**src/rtl/lut_config_loader.sv**
```systemverilog
// lut_config_loader: bit-serial to parallel config word loader for a column of fracturable LUTs.
// Optional per-word even parity with a sticky parity_err output: define LUT_CFG_PARITY_EN.
module lut_config_loader #(
   parameter int INPUTS   = 4,
   parameter int MEM_SIZE = 2**INPUTS,
   parameter int WORD_W   = 2*MEM_SIZE+1,
   parameter int NUM_LUTS = 4,
   parameter int IDX_W    = ($clog2(NUM_LUTS) > 1) ? $clog2(NUM_LUTS) : 1
) (
   input  logic                cclk,
   input  logic                rst,
   input  logic                cfg_start,
   input  logic                cfg_bit,
   input  logic                cfg_valid,
   output logic                cfg_ready,
   output logic [WORD_W-1:0]   config_out,
   output logic [NUM_LUTS-1:0] cen,
   output logic [IDX_W-1:0]    lut_idx,
   output logic                busy,
   output logic                done
`ifdef LUT_CFG_PARITY_EN
   ,
   output logic                parity_err
`endif
);

`ifdef LUT_CFG_PARITY_EN
   localparam int BITS = WORD_W + 1;
`else
   localparam int BITS = WORD_W;
`endif
   localparam int CNT_W = $clog2(BITS + 1);

   typedef enum logic [1:0] {IDLE, SHIFT, COMMIT, DONE} state_t;

   state_t            state;
   logic [WORD_W-1:0] shreg;
   logic [CNT_W-1:0]  bit_cnt;
   logic              xfer;
   logic              last_bit;
   logic [WORD_W-1:0] word_nxt;
   logic [WORD_W-1:0] commit_word;
   logic              commit_ok;
   logic              shift_data;

   assign xfer     = cfg_valid & cfg_ready;
   assign last_bit = (bit_cnt == CNT_W'(BITS - 1));
   assign word_nxt = {shreg[WORD_W-2:0], cfg_bit};

`ifdef LUT_CFG_PARITY_EN
   logic par_acc;

   // The trailing parity bit is never shifted into the data word.
   assign commit_word = shreg;
   assign commit_ok   = ~(par_acc ^ cfg_bit);
   assign shift_data  = ~last_bit;

   always_ff @(posedge cclk) begin
      if (rst) begin
         par_acc    <= 1'b0;
         parity_err <= 1'b0;
      end else if ((state == IDLE || state == DONE) && cfg_start) begin
         par_acc    <= 1'b0;
         parity_err <= 1'b0;
      end else if (state == SHIFT && xfer) begin
         par_acc <= last_bit ? 1'b0 : (par_acc ^ cfg_bit);
         if (last_bit && !commit_ok)
            parity_err <= 1'b1;
      end
   end
`else
   assign commit_word = word_nxt;
   assign commit_ok   = 1'b1;
   assign shift_data  = 1'b1;
`endif

   always_ff @(posedge cclk) begin
      if (rst) begin
         state      <= IDLE;
         config_out <= '0;
         cen        <= '0;
         lut_idx    <= '0;
         bit_cnt    <= '0;
         shreg      <= '0;
         cfg_ready  <= 1'b0;
         busy       <= 1'b0;
         done       <= 1'b0;
      end else begin
         cen <= '0;
         case (state)
            IDLE, DONE: begin
               if (cfg_start) begin
                  state     <= SHIFT;
                  lut_idx   <= '0;
                  bit_cnt   <= '0;
                  shreg     <= '0;
                  cfg_ready <= 1'b1;
                  busy      <= 1'b1;
                  done      <= 1'b0;
               end
            end
            SHIFT: begin
               if (xfer) begin
                  bit_cnt <= bit_cnt + 1'b1;
                  if (shift_data)
                     shreg <= word_nxt;
                  // config_out loads on the COMMIT entry edge so it is stable under the cen strobe.
                  if (last_bit) begin
                     state     <= COMMIT;
                     cfg_ready <= 1'b0;
                     if (commit_ok) begin
                        config_out <= commit_word;
                        cen        <= NUM_LUTS'(1) << lut_idx;
                     end
                  end
               end
            end
            COMMIT: begin
               bit_cnt <= '0;
               if (lut_idx == IDX_W'(NUM_LUTS - 1)) begin
                  state <= DONE;
                  busy  <= 1'b0;
                  done  <= 1'b1;
               end else begin
                  lut_idx   <= lut_idx + 1'b1;
                  state     <= SHIFT;
                  cfg_ready <= 1'b1;
               end
            end
            default: state <= IDLE;
         endcase
      end
   end

endmodule
```
**config.mk**
```make
export PLATFORM = sky130hd
export DESIGN_NAME = lut_config_loader
export DESIGN_NICKNAME = d
export VERILOG_FILES = /design/src/rtl/lut_config_loader.sv
export SDC_FILE = /design/constraint.sdc
export NUM_CORES = 1
export LEC_CHECK = 0
export ABC_AREA = 1
export BUFFER_PORTS_ARGS = -buffer_cell sky130_fd_sc_hd__buf_2
export CAP_MARGIN = 15
export CORE_MARGIN = 2
export CORE_UTILIZATION = 60
export DETAILED_ROUTE_END_ITERATION = 8
export PLACE_DENSITY_LB_ADDON = 0.05
export SKIP_LAST_GASP = 1
export SYNTH_ARGS = -nofsm -noshare
export SYNTH_HDL_FRONTEND = slang
export SYNTH_SLANG_ARGS = --single-unit
```
**constraint.sdc**
```tcl
create_clock -name cclk -period 2.8 [get_ports cclk]
set_clock_uncertainty 0.05 [all_clocks]
set_input_delay 0 -clock cclk [delete_from_list [all_inputs] [get_ports cclk]]
set_output_delay 0 -clock cclk [all_outputs]
set_load 0.02 [all_outputs]
```
==> results of run 1 <==
## routing by layer
metal | track usage [%] | vias to the layer above | wire length [um]
met4 | 10.4 | 0 | 117
li1 | - | 1484 | -
met1 | 26.9 | 1236 | 2840
met5 | 0 | - | 0
met3 | 3.91 | 10 | 249
met2 | 36.6 | 52 | 2840
## cells by family after synthesis
kind of cell             count (synthesis)
AO/OA/AOI/OAI                           50
adder cells (fa/ha/maj)                  6
AND/OR/NAND/NOR                        255
flip-flops                              82
buffers and inverters                   72
## area by class of cell
class	count	area, sq um
timing repair buffer	50	275
clock buffer	12	155
fill	449	1470
clock inverter	4	50.0
sequential	82	1640
inverter	51	191
tap	70	87.6
multi-input combinational	311	1330
## synth_stat cells (all sizes together)
cell / number / share of area (%)
a21oi: 43 / 6.5
nand3: 7 / 1.1
clkbuf: 8 / 0.91
ha: 6 / 2.3
buf: 13 / 2.9
nand2: 156 / 18
nand4: 3 / 0.57
inv: 51 / 5.8
nor2: 89 / 11
a21boi: 1 / 0.23
o21ai: 6 / 1.3
dfxtp: 82 / 50
## worst max-delay path by stage
stage	endpoint	slack, ps
5_1_grt	shreg[26]	440
3_3_place_gp	config_out[23]	800
3_5_place_dp	shreg[31]	690
2_1_floorplan	shreg[13]	1200
4_1_cts	shreg[31]	640
6_report	shreg[31]	650
## through the flow
step | setup slack, ps | total power [mW] | utilization (%) | cell area (sq um)
finish | 652 | 2.69 | 71.7 | 3730
global route | 436 | 2.83 | 71.7 | 3730
CTS | 642 | 2.71 | 71.7 | 3730
detailed placement | 694 | 1.85 | 67.6 | 3520
global placement | 801 | 1.85 | 67.6 | 3520
floorplan | 1200 | 1.82 | - | 3290
## state kept, by name (all words and copies together) (netlist names)
name / count
shreg: 32
busy: 1
config_out: 33
bit_cnt: 6
lut_idx: 2
done: 1
cfg_ready: 1
cen: 4
state: 2
## tightest hold or removal path, cell delays in order
cell and delay, ps:
buf_2 100, nor2_1 80, nor2_1 90, inv_1 50
nand2_1 50, a21oi_1 30
## report_power, final
part,internal (mW),leakage [nW],switching [mW]
clock network,0.459,0.0986,0.394
registers,1.20,0.661,0.0295
logic,0.152,1.10,0.450
## what timing repair did
item / 4_1_cts / 5_1_grt
endpoints found under the hold margin: 2 / 0
resized for setup: 0 / 0
hold buffers: 1 / 0
==> flow_metrics.py, run 1 <==
metrics = {
    "placed_design": {
        "dp_cells": 563,
        "gp_congestion": 0.887,
        "io_buffers": 46,
        "dp_hpwl_mm": 3.83,
    },
    "synthesis": {
        "synth.mux.area_fraction_pct": 0,
        "yosysWarningCount": 0,
        "yosysSeqAreaShare_pct": 49.9,
        "synth-simple-area-share_pct": 30.1,
        "syn_area_sq_um": 3290,
        "synth_compound_area_share_pct": 8.03,
        "synthCells": 465,
        "synth_top_family_by_area": "simple AND/OR/NAND/NOR gates",
        "synthAdderAreaFrac_pct": 2.28,
        "synth_fp_nets": 476,
        "synth-seq-cells": 82,
        "ys_types": 18,
        "avgSynthCellArea_sq_um": 7.07,
        "synthXorXnorAreaFrac_pct": 0,
    },
    "worst_setup_path": {
        "rr_startpoint": "state[0]",
        "cpPeakStageDelay_ps": 580,
        "critPathKind": "flip-flop to flip-flop",
        "reg2regPathDepth": 7,
        "critPathRequiredTime_ps": 3020,
        "endpoint_kind": "flip-flop",
        "crit_arrival_ps": 2370,
        "critPathTopFamily": "simple AND/OR/NAND/NOR gates",
        "path_buf_inv": 1,
        "critical_path.slowest_cell": "nor2_4",
        "path_common_cell": "nand2_1",
        "crit_cells": 7,
        "r2r-end": "shreg[31]",
        "critPathLaunchType": "flip-flop",
        "critPathMaxFanout": 34,
        "crit_chain": "inv_1 -> ha_1 -> nand2_1 -> nand2_2 -> nor2_4 -> nand2_1 -> a21oi_1",
        "r2r_slack_ps": 650,
        "cp-startpoint": "state[0]",
    },
    "final_layout": {
        "layout_common_cells": "nand2_1, nor2_1, dfxtp_1, inv_1, buf_2",
        "final_common_cell": "nand2_1",
        "final_layout_size_suffix_gt1_share_pct": 13.9,
        "stdcell_count": 580,
        "syn_to_final_growth_pct": 13.5,
        "antennaDiodeCount": 0,
        "fin_nets": 516,
    },
    "timing": {
        "fin_crit_ps": 2150,
        "drv_slew": 0,
        "slew_headroom_pct": 45.8,
        "hold_viol_final": 0,
        "finalSetupViolations": 0,
        "fmax_ghz": 0.466,
        "hold_ws_ps": 48.7,
        "tightest_slew_ps": 809,
        "period_share_pct": 76.7,
        "finalSetupTns_ps": 0,
        "rsz0062_at_grt": "no",
    },
    "worst_hold_path": {
        "hp-start": "cfg_start",
        "hp-class": "input pin to flip-flop",
        "hold-path-endpoint": "busy",
        "holdPathStages": 6,
    },
    "grt": {
        "grt_start_max_net_pins": 39,
        "grt_pass1_wl_mm": 10.6,
        "grt_pass1_vias": 2469,
        "grt_overflow": 0,
        "grt_use_total_pct": 21.7,
        "antenna_found_initial": 0,
    },
    "floorplanning": {
        "num_io_pins": 47,
        "initial_core_util_pct": 63.2,
        "coreArea_sq_um": 5200,
        "num_rows": 26,
        "die_x_um": 78.0,
        "die_h_um": 78.0,
        "die-area_sq_um": 6090,
    },
    "route": {
        "finalWirelength_mm": 6.04,
        "postRouteAntennaNets": 0,
        "routedWlPerCell_um": 10.4,
        "drtIter0Drc": 163,
        "drcViolationCount": 0,
        "vias": 2782,
        "post_drt_via_cell_ratio": 4.80,
        "first_pass_iters": 4,
    },
    "cts": {
        "clock_path_buffers": 2,
        "cts.htree.levels": 3,
        "clk_latency_ps": 340,
        "clock-root-buffer": "clkbuf_8",
        "post_cts_buffers": 0,
        "cts.sink_count": 82,
        "cts_tree": "yes",
        "path_clk_slew_ps": 80,
        "cts_buffers": 9,
    },
    "run": {
        "cap_violations": 0,
    },
    "power": {
        "power_density_nw_per_um2": 720,
        "p_leak_nw": 1.86,
        "vdd_drop_max_mv": 0.402,
    },
    "run_status": {
        "outcome": "completed",
    },
}
No activity file was read; power rests on OpenSTA's default activity.
==> run 2: changes to the inputs <==
--- a/config.mk
+++ b/config.mk
@@ -9,7 +9,7 @@
 export BUFFER_PORTS_ARGS = -buffer_cell sky130_fd_sc_hd__buf_2
 export CAP_MARGIN = 15
 export CORE_MARGIN = 2
-export CORE_UTILIZATION = 60
+export CORE_UTILIZATION = 56
 export DETAILED_ROUTE_END_ITERATION = 8
 export PLACE_DENSITY_LB_ADDON = 0.05
 export SKIP_LAST_GASP = 1
==> constraint.sdc (replaced) <==
create_clock -name cclk -period 2.15 [get_ports cclk]
set_clock_uncertainty 0.05 [all_clocks]
set_input_delay 0 -clock cclk [delete_from_list [all_inputs] [get_ports cclk]]
set_output_delay 0 -clock cclk [all_outputs]
set_load 0.02 [all_outputs]
==> run 2 against run 1 <==
Against the previous run: count of clock-buffer cells in the layout did not move; design area rose by 2.0%; clock power rose by 57%; routed wire length rose by 6.6%; first-iteration DRC count fell by 30%; die area rose by 6.8%; power rose by 40%; register-to-register slack got worse by 430 ps; final cell count rose by 1.0%; critical path type unchanged.
==> flow_metrics.py, run 2 (same netlist as run 1, synthesis figures left out) <==
metrics = {
    "worst_hold_path": {
        "hold-path-endpoint": "busy",
        "holdPathStages": 6,
        "hp-class": "input pin to flip-flop",
        "hp-start": "cfg_start",
    },
    "placed_design": {
        "io_buffers": 46,
        "dp_hpwl_mm": 4.18,
        "dp_slack_ps": 251,
        "gp_congestion": 0.839,
    },
    "floorplanning": {
        "die-area_sq_um": 6500,
        "die_h_um": 80.6,
        "num_io_pins": 47,
        "die_x_um": 80.6,
        "num_rows": 27,
        "coreArea_sq_um": 5570,
        "initial_core_util_pct": 59.0,
    },
    "cts": {
        "clock-root-buffer": "clkbuf_8",
        "post_cts_buffers": 0,
        "cts.sink_count": 82,
        "cts_buffers": 9,
        "clock_path_buffers": 2,
        "path_clk_slew_ps": 80,
        "cts.htree.levels": 3,
        "clk_latency_ps": 350,
        "cts_tree": "yes",
    },
    "timing": {
        "finalSetupViolations": 0,
        "fin_crit_ps": 1920,
        "fmax_ghz": 0.520,
        "finalSetupTns_ps": 0,
        "hold_ws_ps": 46.4,
        "period_share_pct": 89.5,
        "slew_headroom_pct": 47.4,
        "drv_slew": 0,
        "rsz0062_at_grt": "no",
        "hold_viol_final": 0,
        "tightest_slew_ps": 786,
        "postLayoutSetupSlackWorst_ps": 226,
    },
    "route": {
        "postRouteAntennaNets": 0,
        "drcViolationCount": 0,
        "vias": 2820,
        "post_drt_via_cell_ratio": 4.81,
        "first_pass_iters": 4,
        "routedWlPerCell_um": 11.0,
        "finalWirelength_mm": 6.44,
        "drtIter0Drc": 114,
    },
    "power": {
        "power_density_nw_per_um2": 989,
        "p_leak_nw": 1.90,
        "p_clk_share_pct": 35.6,
        "pwr-share-comb_pct": 21.7,
        "vdd_drop_max_mv": 0.542,
        "p_switching_mw": 1.16,
        "power_mw": 3.77,
        "p_int_mw": 2.60,
        "seq_power_share_pct": 42.7,
        "p_sw_share_pct": 30.9,
    },
    "worst_setup_path": {
        "critPathKind": "flip-flop to flip-flop",
        "critPathRequiredTime_ps": 2370,
        "endpoint_kind": "flip-flop",
        "crit_arrival_ps": 2150,
        "r2r-end": "shreg[28]",
        "critPathLaunchType": "flip-flop",
        "r2r_slack_ps": 230,
        "reg2regPathDepth": 8,
        "rr_startpoint": "state[0]",
        "critPathMaxFanout": 32,
    },
    "final_layout": {
        "syn_to_final_growth_pct": 15.8,
        "layout_common_cells": "nand2_1, nor2_1, dfxtp_1, inv_1, buf_2",
        "final_common_cell": "nand2_1",
        "top_register": "config_out",
        "final_layout_size_suffix_gt1_share_pct": 14.2,
        "fin_nets": 520,
        "antennaDiodeCount": 0,
        "reg.largest.list": "config_out x33, shreg x32, bit_cnt x6",
        "largest_reg_flops": 33,
    },
    "grt": {
        "grt_overflow": 0,
        "grt_start_max_net_pins": 35,
        "grt_pass1_vias": 2653,
        "grt_pass1_wl_mm": 11.3,
        "grt_use_total_pct": 22.1,
        "antenna_found_initial": 0,
    },
    "run_status": {
        "outcome": "completed",
    },
    "run": {
        "cap_violations": 0,
    },
}
==> run 2: how the worst max path moves through the flow <==
stage	startpoint	endpoint	slack (ps)	cells after the start
floorplan	state[0]	shreg[13]	550	8
global placement	state[0]	shreg[7]	350	8
finish	state[0]	shreg[28]	230	8
CTS	state[0]	shreg[28]	220	8
detailed placement	state[0]	shreg[15]	250	8
global route	state[0]	shreg[23]	30	8
==> run 2: power by group through the flow <==
stage,logic [mW],registers (mW),clock network [mW]
4_1_cts,0.828,1.61,1.36
3_5_place_dp,0.820,1.64,0
2_1_floorplan,0.709,1.66,0
6_report,0.819,1.61,1.34
5_1_grt,0.916,1.61,1.42
3_3_place_gp,0.802,1.64,0
==> run 2: final cells by class <==
type,count,area (sq um)
Fill cell,495,1770
Tap cell,72,90.1
Inverter,51,191
Multi-Input combinational cell,311,1330
Timing Repair Buffer,54,308
Sequential cell,82,1640
Clock buffer,12,145
Clock inverter,4,98.8
==> run 2: metal layers <==
layer / global-route usage [%] / share of wire (%) / up-vias
met4: 11.2 / 2.9 / 0
met5: 0 / 0 / -
met3: 3.93 / 4.0 / 17
met1: 26.2 / 47 / 1251
met2: 38.2 / 47 / 60
li1: - / - / 1492
==> run 2: metrics by stage <==
| step | cells | util (%) | cell area, sq um |
|---|---|---|---|
| after floorplan | 465 | - | 3290 |
| after global placement | 568 | 63.6 | 3540 |
| after detailed placement | 568 | 63.6 | 3540 |
| after CTS | 586 | 68.3 | 3810 |
| after global routing | 586 | 68.3 | 3810 |
| final | 586 | 68.3 | 3810 |
==> run 2: worst max-delay path: stages (launching register included) <==
cell and delay, ps:
dfxtp_1 390, inv_1 60, ha_1 370, nand2_1 130, nand2_2 160, inv_2 100, o21ai_4 300, nand2_1 110
a21oi_1 170
==> run 2: repair_timing <==
item / CTS / global route
resized for setup: 0 / 0
endpoints found under the hold margin: 12 / 0
hold buffers: 2 / 0
